<file path="src/rtl/bitty_ctrl_fsm.sv">
// Four-phase instruction sequencer for the bitty datapath: accept, load S,
// load C, write back, with a register-immediate format and illegal-format trap.
module bitty_ctrl_fsm #(
  parameter int INSTR_W = 16,
  parameter int REG_AW  = 3,
  parameter int DATA_W  = 16
) (
  input  logic                     clk,
  input  logic                     reset,
  input  logic                     run,
  input  logic [INSTR_W-1:0]       instruction,
  output logic [REG_AW-1:0]        mux_sel,
  output logic                     imm_sel,
  output logic [DATA_W-1:0]        imm,
  output logic [3:0]               alu_sel,
  output logic                     mode,
  output logic                     en_s,
  output logic                     en_c,
  output logic [(2**REG_AW)-1:0]   en_reg,
  output logic                     done,
  output logic                     busy,
  output logic                     illegal
);

  localparam int IMM_W = INSTR_W - REG_AW - 7;

  typedef enum logic [2:0] {
    IDLE   = 3'd0,
    LOAD_S = 3'd1,
    LOAD_C = 3'd2,
    WRITE  = 3'd3,
    ERR    = 3'd4
  } state_t;

  state_t               state, state_n;
  logic [INSTR_W-1:0]   instr_q;

  logic [REG_AW-1:0]    f_rx, f_ry;
  logic [3:0]           f_alu;
  logic                 f_mode;
  logic                 f_is_imm;
  logic [IMM_W-1:0]     f_imm;

  always_comb begin
    f_rx     = instr_q[INSTR_W-1 -: REG_AW];
    f_ry     = instr_q[INSTR_W-REG_AW-1 -: REG_AW];
    f_alu    = instr_q[6:3];
    f_mode   = instr_q[2];
    f_is_imm = (instr_q[1:0] == 2'b01);
    f_imm    = instr_q[INSTR_W-REG_AW-1:7];
  end

  always_ff @(posedge clk) begin
    if (reset) begin
      state   <= IDLE;
      instr_q <= '0;
    end else begin
      state <= state_n;
      if (state == IDLE && run) instr_q <= instruction;
    end
  end

  // Outputs depend only on state and instr_q, so run/instruction never
  // reach an output combinationally.
  always_comb begin
    state_n = state;
    mux_sel = '0;
    imm_sel = 1'b0;
    imm     = '0;
    alu_sel = '0;
    mode    = 1'b0;
    en_s    = 1'b0;
    en_c    = 1'b0;
    en_reg  = '0;
    done    = 1'b0;
    busy    = 1'b0;
    illegal = 1'b0;
    case (state)
      IDLE: begin
        if (run) state_n = instruction[1] ? ERR : LOAD_S;
      end
      LOAD_S: begin
        mux_sel = f_rx;
        en_s    = 1'b1;
        busy    = 1'b1;
        state_n = LOAD_C;
      end
      LOAD_C, WRITE: begin
        busy    = 1'b1;
        alu_sel = f_alu;
        mode    = f_mode;
        if (f_is_imm) begin
          imm_sel = 1'b1;
          imm     = DATA_W'(f_imm);
        end else begin
          mux_sel = f_ry;
        end
        if (state == LOAD_C) begin
          en_c    = 1'b1;
          state_n = WRITE;
        end else begin
          en_reg[f_rx] = 1'b1;
          done         = 1'b1;
          state_n      = IDLE;
        end
      end
      ERR: begin
        done    = 1'b1;
        illegal = 1'b1;
        busy    = 1'b1;
        state_n = IDLE;
      end
      default: state_n = IDLE;
    endcase
  end

endmodule
</file>
<file path="config.mk">
export PLATFORM = sky130hd
export DESIGN_NAME = bitty_ctrl_fsm
export DESIGN_NICKNAME = d
export VERILOG_FILES = /design/src/rtl/bitty_ctrl_fsm.sv
export SDC_FILE = /design/constraint.sdc
export NUM_CORES = 1
export LEC_CHECK = 0
export BUFFER_PORTS_ARGS = -buffer_cell sky130_fd_sc_hd__buf_4
export CORE_UTILIZATION = 46
export DETAILED_ROUTE_END_ITERATION = 16
export PLACE_DENSITY_LB_ADDON = 0.2
export SYNTH_ARGS = -nofsm -noshare
export SYNTH_HDL_FRONTEND = slang
export SYNTH_SLANG_ARGS = --single-unit
</file>
<file path="constraint.sdc">
create_clock -name clk -period 1.7 [get_ports clk]
set_clock_uncertainty 0.1 [all_clocks]
set_input_delay 0.34 -clock clk [delete_from_list [all_inputs] [get_ports clk]]
set_output_delay 0.34 -clock clk [all_outputs]
set_load 0.03 [all_outputs]
</file>
== Yosys cells after proc, flatten, opt, wreduce, memory -nomap -nowiden ==
Cells that the tools add are included.
Storage, ports and cells
  bits of input ports: 19
  output and inout port bits: 38
  bits in registers: 19
Operators by class
  multiplexer cells: 23
  reduce and logical (&&, ||, !) cells: 5
  equal/unequal tests: 6
  magnitude comparators: 2
Operators by type and width (count)
  $mux 8: 2
  $mux 6: 2
  $mux 1: 10
  $mux 3: 3
  $pmux 3 s3: 1
  $eq 3x2->1 const B: 2
  $pmux 3 s2: 1
  $lt 3x4->1 const B: 1
  $mux 4: 1
  $reduce_or 4->1: 1
  $demux 1 s3: 1
  $eq 3x1->1 const B: 1
  $eq 3x3->1 const B: 1
  $ge 3x1->1 const B: 1
  $logic_not 3->1: 1
  $eq 2x1->1 const B: 1
  $logic_and 1x1->1: 2
  $mux 2: 1
  $ne 2x2->1 const B: 1
  $pmux 1 s2: 1
  $reduce_or 2->1: 1

== Depth between registers and ports, before layout ==
Gate-level depths: netlist of the first run.
  word-level depth: 6
  gate-level depth with buffers: 5
  mapped depth without buffers: 2

== Worst setup path before layout of the first run ==
No wires, ideal clock.
  path type: register to output
  start: register state[2]
  end: output mux_sel[0]
  data required time: 1.260 ns
  stages on the path, launching flop included: 4
  arrival: 1.819 ns
  setup slack: -0.559 ns
  cells stage by stage: dfxtp_1 -> buf_2 -> nor3b_1 -> a32o_1
On the way
  word-level cells in the longest chain between the ends: 3
  elaborated cells on any way between the ends: 5
  classes of those cells: eq/ne (3); mux (1); reduce/logical (1)
Ends and longest elaborated chain
  start, declared: RTL line 35  | state_t state, state_n;
  start signal, assigned: RTL line 58  | state <= state_n;
  $eq 3x2->1: RTL line 78  | case (state)
  $reduce_or 2->1: RTL line 78
  $pmux 3 s2 (*): RTL line 78
  end, declared: RTL line 12  | output logic [REG_AW-1:0] mux_sel,
Mark *: on every way between the ends. The rest lies on a longest branch, timed or not.

== Worst setup path in the final report of the first run ==
  start: register state[2]
  end: output imm[1]
On the way
  word-level cells in the longest chain between the ends: 3
  elaborated cells on any way between the ends: 4
  classes of those cells: eq/ne (2); mux (1); reduce/logical (1)
Ends and longest elaborated chain
  $eq 3x2->1: RTL line 78
  $reduce_or 2->1 (*): RTL line 78
  $mux 6 (*): RTL line 78
  end, declared: RTL line 14  | output logic [DATA_W-1:0] imm,
Marked as above.

==> reports/qor.csv, run 1 <==
metric;value;unit
root buffer cell;clkbuf_4;
failing checks;setup timing;
RSZ-0062 raised after global routing;yes;
grt peak-use layer;met2;
Ys Warns;0;
layout cells sized above 1;0.4696;
sequential power share;0.466;
Peak supply drop;465.1;µV
dpl ws;0.08226;ns
switching share of power;0.3238;
Tot GR Track Use;0.1948;
critical path fanouts, max;7;
clock buffer depth;2;
internal power;0.7748;mW
critical path required time;1.26;ns
grt ovf;0;
initial core utilization;0.4847;
met2 Use GR;0.3608;
row count;18;
max_cap viols;0;
final hold vios;0;
fin. max-slew vios;0;
CTS tree;done;
Worst-Skew Late Latency;0.29;ns
P per Cell Area;654.6;mW/mm²
Die Area;0.002794;mm²
DP Wirelength;1.594;mm
IO Pins;57;
final net count;201;
CP delay by family, top;simple AND/OR/NAND/NOR gates;
Comb pwr share;0.343;
die width;52.86;µm
Final Cycle Share;1.050;
total power;1.146;mW
Final GP Congestion;0.6322;
mean number of vias per cell;4.782;
ant diodes;0;
met3 Usage GRT;0.02586;
Clk pin slew, worst setup/hold paths;0.11;ns
synthesis-stage register bit count;19;
Syn Std Cell Area;0.001190;mm²
Yosys cell types;26;
Mapped Cells;130;
first-pass GRT wire length;4.015;mm
Worst path max stage delay;0.39;ns
Detailed Routing Iterations Pass 1;4;
die height;52.86;µm
pin count of the biggest net entering global routing;37;
Pleak;0.8111;nW
Crit-path slowest cell;dfxtp_4;
DRT iter0 DRCs;21;
IO Port Bufs;46;
Critical path buffers and inverters;1;
drc violations;0;
via count;1009;
syn_area_per_cell;9.153;µm²
routed len/inst;11.83;µm
# setup viols final;18;
Final Worst Setup Slack;-0.08433;ns
switching pwr;0.3710;mW
# H-tree levels;1;
antenna violations before repair;0;
Crit. End Element;output port;
met1 usage;0.2257;
Seq/Total Area, Yosys;0.3197;
final wirelength;2.497;mm
Antenna Nets Post-Route;0;
clock sinks;19;
FMAX;560.4;MHz
area delta synth->final;47.11;%
status;finished, violations left;
Hold Path Class;in -> reg;
number of global-route vias before repair;934;
WP data arrival;1.34;ns
Cell Chain, Critical Path;and4bb_4 -> and2_4 -> buf_6;
WS Path Type;reg -> out;
clock share of power;0.192;
Tmin final;1.784;ns
startpoint types;flop;
CTS Buf Count;3;
core box area;0.002455;mm²
-- worst min-delay path, cell delays in order --
cell      delay (ns)
buf_4           0.11
nand2b_1        0.05
mux2i_1         0.06
-- layer usage --
layer	part of all wire	up-vias
met4	0.0040	0
met2	0.53	33
met3	0.043	2
met1	0.42	464
met5	0	-
li1	-	510
-- what timing repair did --
item,in CTS,in global routing
buffers inserted,6,0
setup endpoints to repair,27,29
resized for setup,25,16
hold endpoints to repair,0,0
hold buffers,0,0
pin swaps,13,8
-- state kept, by name, summed over array words and instances, names as in the netlist --
name     count
instr_q     16
state        3
-- synth_stat cells (all sizes together) --
| cell | n | area (µm²) |
|---|---|---|
| nor3b | 2 | 15.01 |
| mux2i | 16 | 160.2 |
| o21bai | 1 | 7.510 |
| nand4bb | 1 | 11.26 |
| xnor2 | 2 | 17.52 |
| and4bb | 1 | 12.51 |
| nor3 | 3 | 15.01 |
| and2 | 11 | 68.82 |
| buf | 15 | 127.6 |
| clkbuf | 3 | 11.26 |
| and3b | 1 | 8.760 |
| conb | 1 | 3.750 |
| nor2b | 2 | 15.02 |
| nand2b | 35 | 219.0 |
| dfxtp | 19 | 380.4 |
| a21o | 1 | 7.510 |
| a32o | 3 | 30.03 |
| nor4b | 2 | 32.53 |
| nand4b | 1 | 8.760 |
| nand2 | 2 | 7.510 |
| nor2 | 8 | 30.03 |
-- cells in the final DEF (no fill, tap or decap) --
| cell type | instances |
|---|---|
| nor2b_4 | 1 |
| mux2i_1 | 16 |
| nor4b_1 | 1 |
| nor2b_2 | 1 |
| dfxtp_4 | 3 |
| xnor2_2 | 1 |
| a32o_2 | 3 |
| nor3b_2 | 1 |
| nor2_4 | 2 |
| nor3_1 | 1 |
| nor2_1 | 6 |
| dfxtp_1 | 15 |
| nor4b_4 | 1 |
| buf_4 | 39 |
| nand2b_1 | 35 |
| dfxtp_2 | 1 |
| buf_12 | 1 |
| and3b_1 | 1 |
| a21o_1 | 1 |
| conb_1 | 10 |
| nor3b_4 | 1 |
| nand4bb_4 | 1 |
| o21bai_1 | 1 |
| nand4b_1 | 1 |
| nor3_2 | 2 |
| clkbuf_4 | 3 |
| and2_4 | 6 |
| xnor2_1 | 1 |
| nand2_1 | 2 |
| and4bb_4 | 1 |
| buf_6 | 16 |
| and2_1 | 5 |
| clkinv_2 | 1 |
-- metrics by stage --
stage	TNS, ns	instances	utilization	cell area (µm²)	hold slack [ns]
after global placement	0	201	0.6274	1540	0.3543
after CTS	-1.338	211	0.6962	1709	0.1912
after floorplan	-0.6742	139	-	1254	0.3440
final	-1.036	211	0.7130	1750	0.2049
after global routing	-3.127	211	0.7130	1750	0.1963
after detailed placement	0	201	0.6274	1540	0.3634
-- worst paths after layout --
path	start	endpoint	slack, ns	cells past startpoint
worst min-delay path	instruction[9]	instr_q[9]	0.20	3
worst max-delay path	state[2]	imm[1]	-0.08	3
worst min register to register	instr_q[2]	instr_q[2]	0.38	2
worst max register to register	state[1]	instr_q[13]	0.07	6
-- cell families (layout without fill, tap and decap cells) --
group | Yosys count | after routing | share of synthesized area
muxes | 16 | 16 | 0.1346
other | 1 | 10 | 0.003152
and+or+nand+nor | 69 | 69 | 0.3733
AOI/OAI and AO/OA | 5 | 5 | 0.03786
DFF | 19 | 19 | 0.3197
buffers and inverters | 18 | 60 | 0.1167
xor gates and xnor gates | 2 | 2 | 0.01472
-- cell type report --
class,instances,area [µm²]
multi-input combinational,102,799.5
fill,188,704.4
timing repair buffer,56,493.0
sequential,19,392.9
tap,30,37.54
clock buffer,3,22.52
clock inverter,1,5.005
-- power by group through the flow --
stage / clock network (mW) / logic [mW] / registers (mW)
2_1_floorplan: 0 / 0.278 / 0.522
3_3_place_gp: 0 / 0.328 / 0.535
3_5_place_dp: 0 / 0.335 / 0.538
4_1_cts: 0.234 / 0.380 / 0.531
5_1_grt: 0.254 / 0.423 / 0.541
6_report: 0.219 / 0.393 / 0.534
No activity file was read; power rests on OpenSTA's default activity.
==> inputs of run 2 (changes only) <==
- GPL_TIMING_DRIVEN: not set -> 0
- RECOVER_POWER: not set -> 25
==> run 2 against run 1 <==
  * The run still ends with setup timing left
  * Maximum frequency shrank 1.9%
  * Die area is the same
  * Sequential power is 2% lower
  * Wire length up 8.3%
  * Non-clock buffer count increased by 14
  * Global-route usage up 2.3 points
  * Hold slack improved by 0.0049 ns
  * Cell area rose by 5.9%
==> reports/qor.csv, run 2 (synthesis results as in run 1) <==
metric;value;unit
P per Cell Area;635.6;mW/mm²
clock buffer depth;2;
top flop regs;instr_q (16), state (3);
dpl ws;-0.1089;ns
max_cap viols;0;
routed len/inst;11.97;µm
Final GP Congestion;0.6898;
IO Port Bufs;46;
core box area;0.002455;mm²
# setup viols final;25;
Crit-path slowest cell;dfxtp_2;
DP Wirelength;1.806;mm
Antenna Nets Post-Route;0;
commonest non-fill, non-tap cell in the layout;buf_4;
Crit. End Element;output port;
Placed Cells;215;
RSZ-0062 raised after global routing;yes;
via count;1068;
clock sinks;19;
mean number of vias per cell;4.726;
Largest register FFs;16;
Biggest register;instr_q;
hold path start;instruction[11];
area delta synth->final;55.73;%
first-pass GRT wire length;4.464;mm
launch point of the worst path;state[2];
R2R Path Start;state[2];
Worst-Skew Late Latency;0.28;ns
startpoint types;flop;
DRT iter0 DRCs;9;
Pleak;0.8760;nW
Peak supply drop;589.5;µV
final net count;216;
Fin Hold WS;0.2098;ns
die height;52.86;µm
Finished Layout Cells;226;
total power;1.178;mW
status;finished, violations left;
hold_buf cts;0;
CTS tree;done;
Final Cycle Share;1.070;
WP data arrival;1.38;ns
Detailed Routing Iterations Pass 1;3;
IO Pins;57;
Tmin final;1.820;ns
grt ovf;0;
initial core utilization;0.4847;
die width;52.86;µm
Cell Chain, Critical Path;buf_6 -> and4bb_4 -> and2_4 -> buf_6;
ant diodes;0;
failing checks;setup timing;
Hold Path Class;in -> reg;
Clk pin slew, worst setup/hold paths;0.11;ns
critical path required time;1.26;ns
final hold vios;0;
number of global-route vias before repair;987;
critical path fanouts, max;7;
final wirelength;2.705;mm
CP dominant cell by count;buf_6;
antenna violations before repair;0;
root buffer cell;clkbuf_4;
drc violations;0;
Worst path max stage delay;0.35;ns
WS Path Type;reg -> out;
Tot GR Track Use;0.2174;
TNS Setup;-1.848;ns
row count;18;
Final Worst Setup Slack;-0.1197;ns
pin count of the biggest net entering global routing;12;
FMAX;549.5;MHz
layout cells sized above 1;0.4898;
# H-tree levels;1;
CTS Buf Count;3;
fin. max-slew vios;0;
Die Area;0.002794;mm²
most frequent cells in the layout;buf_4 (44), nand2b_1 (35), buf_6 (21);
-- run 2: changes by cell type in the layout (fill, tap and decap cells not counted), moves of 2 or more --
cell,before,now
and2_1,5,0
and2_4,6,11
buf_4,39,44
buf_6,16,21
clkbuf_1,0,4
dfxtp_1,15,17
dfxtp_4,3,0
nor2_1,6,8
nor2_4,2,0
nor2b_4,1,3
-- run 2: per-stage QoR --
step,area [µm²],util
after global routing,1853,0.7548
after global placement,1637,0.6667
after detailed placement,1637,0.6667
after CTS,1827,0.7441
final,1853,0.7548
after floorplan,1254,-
-- run 2: final cells by class --
type                            instances  area (µm²)
Multi-Input combinational cell        103       803.3
Fill cell                             190       601.8
Timing Repair Buffer                   52       451.7
Sequential cell                        19       382.9
Buffer                                 18       151.4
Tap cell                               30       37.54
Clock buffer                            4       26.28
-- run 2: path summary, 6_finish.rpt --
check / slack (ns) / cells after the start / end
max reg2reg: 0.27 / 5 / instr_q[12]
min reg2reg: 0.38 / 2 / instr_q[7]
max: -0.12 / 4 / imm[5]
min: 0.21 / 3 / instr_q[11]
-- run 2: what timing repair did --
item,CTS,global route
setup buffers,5,0
endpoints found under the setup margin,28,27
pin swaps,12,4
cloned,2,0
gates resized for setup,37,6
-- run 2: report_power, final --
part           internal [mW]  total, mW  switching, mW
clock network         0.0909      0.223          0.132
registers              0.489      0.525         0.0355
logic                  0.221      0.431          0.210
-- run 2: per-layer routing --
metal	global-route usage	part of all wire	up-vias
met5	0	0	-
met1	0.2548	0.43	495
met4	0.03947	0.0048	0
li1	-	-	540
met2	0.4177	0.53	31
met3	0.02586	0.042	2
-- run 2: worst max-delay path: cells and delay by family, from the launching register on --
family	cells	cell delay (ns)
flops	1	0.35
buf+inv	2	0.24
simple gates	2	0.51
==> inputs of run 3 (changes only) <==
- CORE_UTILIZATION: 46 -> 41
- clock period: 1.7 -> 1.66 ns (I/O delays scaled with it)
==> run 3 against run 2 <==
  * The flow still finishes with violations (setup timing)
  * Cell area rose by 5.1%
  * Wire length is 2.5% higher
  * Clock-buffer cell count stayed put
  * Core utilization decreased by 4.8 points
==> reports/qor.csv, run 3 (synthesis results as in run 1) <==
metric;value;unit
WP data arrival;1.41;ns
R2R Path Start;state[0];
critical path required time;1.23;ns
# setup viols final;36;
# H-tree levels;1;
grt ovf;0;
startpoint types;flop;
die width;55.87;µm
die height;55.87;µm
Tot GR Track Use;0.1717;
r2r worst-path depth;6;
most frequent cells in the layout;buf_4 (45), nand2b_1 (35), buf_6 (21);
Clk pin slew, worst setup/hold paths;0.11;ns
uppermost layer routed;met4;
Die Area;0.003121;mm²
DRT iter0 DRCs;15;
Fillers;212;
commonest non-fill, non-tap cell in the layout;buf_4;
status;finished, violations left;
Antenna Nets Post-Route;0;
routed wl met2;1.445;mm
FMAX;541.7;MHz
DP Wirelength;1.896;mm
r2r endpoint;instr_q[11];
clock sinks;19;
Crit. End Element;output port;
clock buffer depth;2;
antenna violations before repair;0;
hold depth;3;
Worst-Skew Late Latency;0.30;ns
IO Port Bufs;46;
drc violations;0;
hold_buf cts;0;
Pleak;0.9097;nW
final net count;221;
top flop regs;instr_q (16), state (3);
IO Pins;57;
failing checks;setup timing;
Final Cycle Share;1.112;
Largest register FFs;16;
RSZ-0062 raised after global routing;yes;
mean number of vias per cell;4.720;
area delta synth->final;63.72;%
critical path fanouts, max;7;
Final GP Congestion;0.7262;
Biggest register;instr_q;
routed len/inst;11.95;µm
fin. max-slew vios;0;
P per Cell Area;636.6;mW/mm²
Final Worst Setup Slack;-0.1861;ns
ant diodes;0;
CTS tree;done;
hold path start;instruction[0];
Detailed Routing Iterations Pass 1;2;
Peak supply drop;528.3;µV
total power;1.240;mW
max_cap viols;0;
M1 WL;1.160;mm
first-pass GRT wire length;4.284;mm
via count;1095;
core box area;0.002758;mm²
Hold Path Sink;instr_q[0];
TNS Setup;-3.918;ns
Placed Area;0.001638;mm²
CTS Buf Count;3;
row count;19;
Tmin final;1.846;ns
WS Path Type;reg -> out;
wire length on met3;128;µm
pin count of the biggest net entering global routing;11;
final hold vios;0;
Hold Path Class;in -> reg;
initial core utilization;0.4315;
final wirelength;2.772;mm
final instance area;0.001948;mm²
number of global-route vias before repair;1059;
post-layout utilization of the core;0.7064;
layout cells sized above 1;0.5224;
FF-to-FF setup slack;-0.08;ns
root buffer cell;clkbuf_4;
## run 3: how the worst max path moves through the flow
| stage | startpoint | to | slack, ns | depth (start not counted) |
|---|---|---|---|---|
| floorplan | state[2] | mux_sel[0] | -0.21 | 3 |
| global route | state[2] | en_reg[0] | -0.24 | 4 |
| global placement | state[1] | mux_sel[0] | -0.09 | 4 |
| CTS | state[0] | mux_sel[2] | -0.18 | 4 |
| detailed placement | state[1] | mux_sel[2] | -0.12 | 4 |
| finish | state[2] | imm[4] | -0.19 | 4 |
## run 3: timing repair
action	in CTS	in global routing
pin swaps	9	11
cloned	1	2
resized for setup	25	33
buffers inserted	2	7
endpoints found under the setup margin	28	28
## run 3: layout make-up
cell class / count / area (µm²) / area share
multi-input combinational: 103 / 834.6 / 0.4284
timing repair buffer: 57 / 518.0 / 0.2659
sequential: 19 / 385.4 / 0.1978
buffer: 18 / 145.1 / 0.07450
tap: 31 / 38.79 / 0.01991
clock buffer: 4 / 26.28 / 0.01349
## run 3: report_power, final
part / leakage (nW) / switching (mW) / internal (mW)
logic: 0.737 / 0.223 / 0.245
clock network: 0.0150 / 0.142 / 0.0934
registers: 0.157 / 0.0366 / 0.501
## run 3: layer usage
metal / track usage / up-vias
met2: 0.3219 / 37
met4: 0.06272 / 0
met3: 0.02791 / 6
li1: - / 552
met5: 0 / -
met1: 0.1942 / 500
## run 3: stage by stage
stage,cells,hold WS [ns],setup WS (ns)
2_1_floorplan,139,0.3440,-0.2053
3_3_place_gp,216,0.3536,-0.08637
3_5_place_dp,216,0.3617,-0.1151
4_1_cts,223,0.1893,-0.1788
5_1_grt,232,0.1745,-0.2387
6_report,232,0.1904,-0.1861
## run 3: critical path, stage by stage (launching register included)
cell and delay (ns):
dfxtp_2 0.35, buf_6 0.14, and4bb_4 0.36, and2_4 0.16
buf_6 0.12
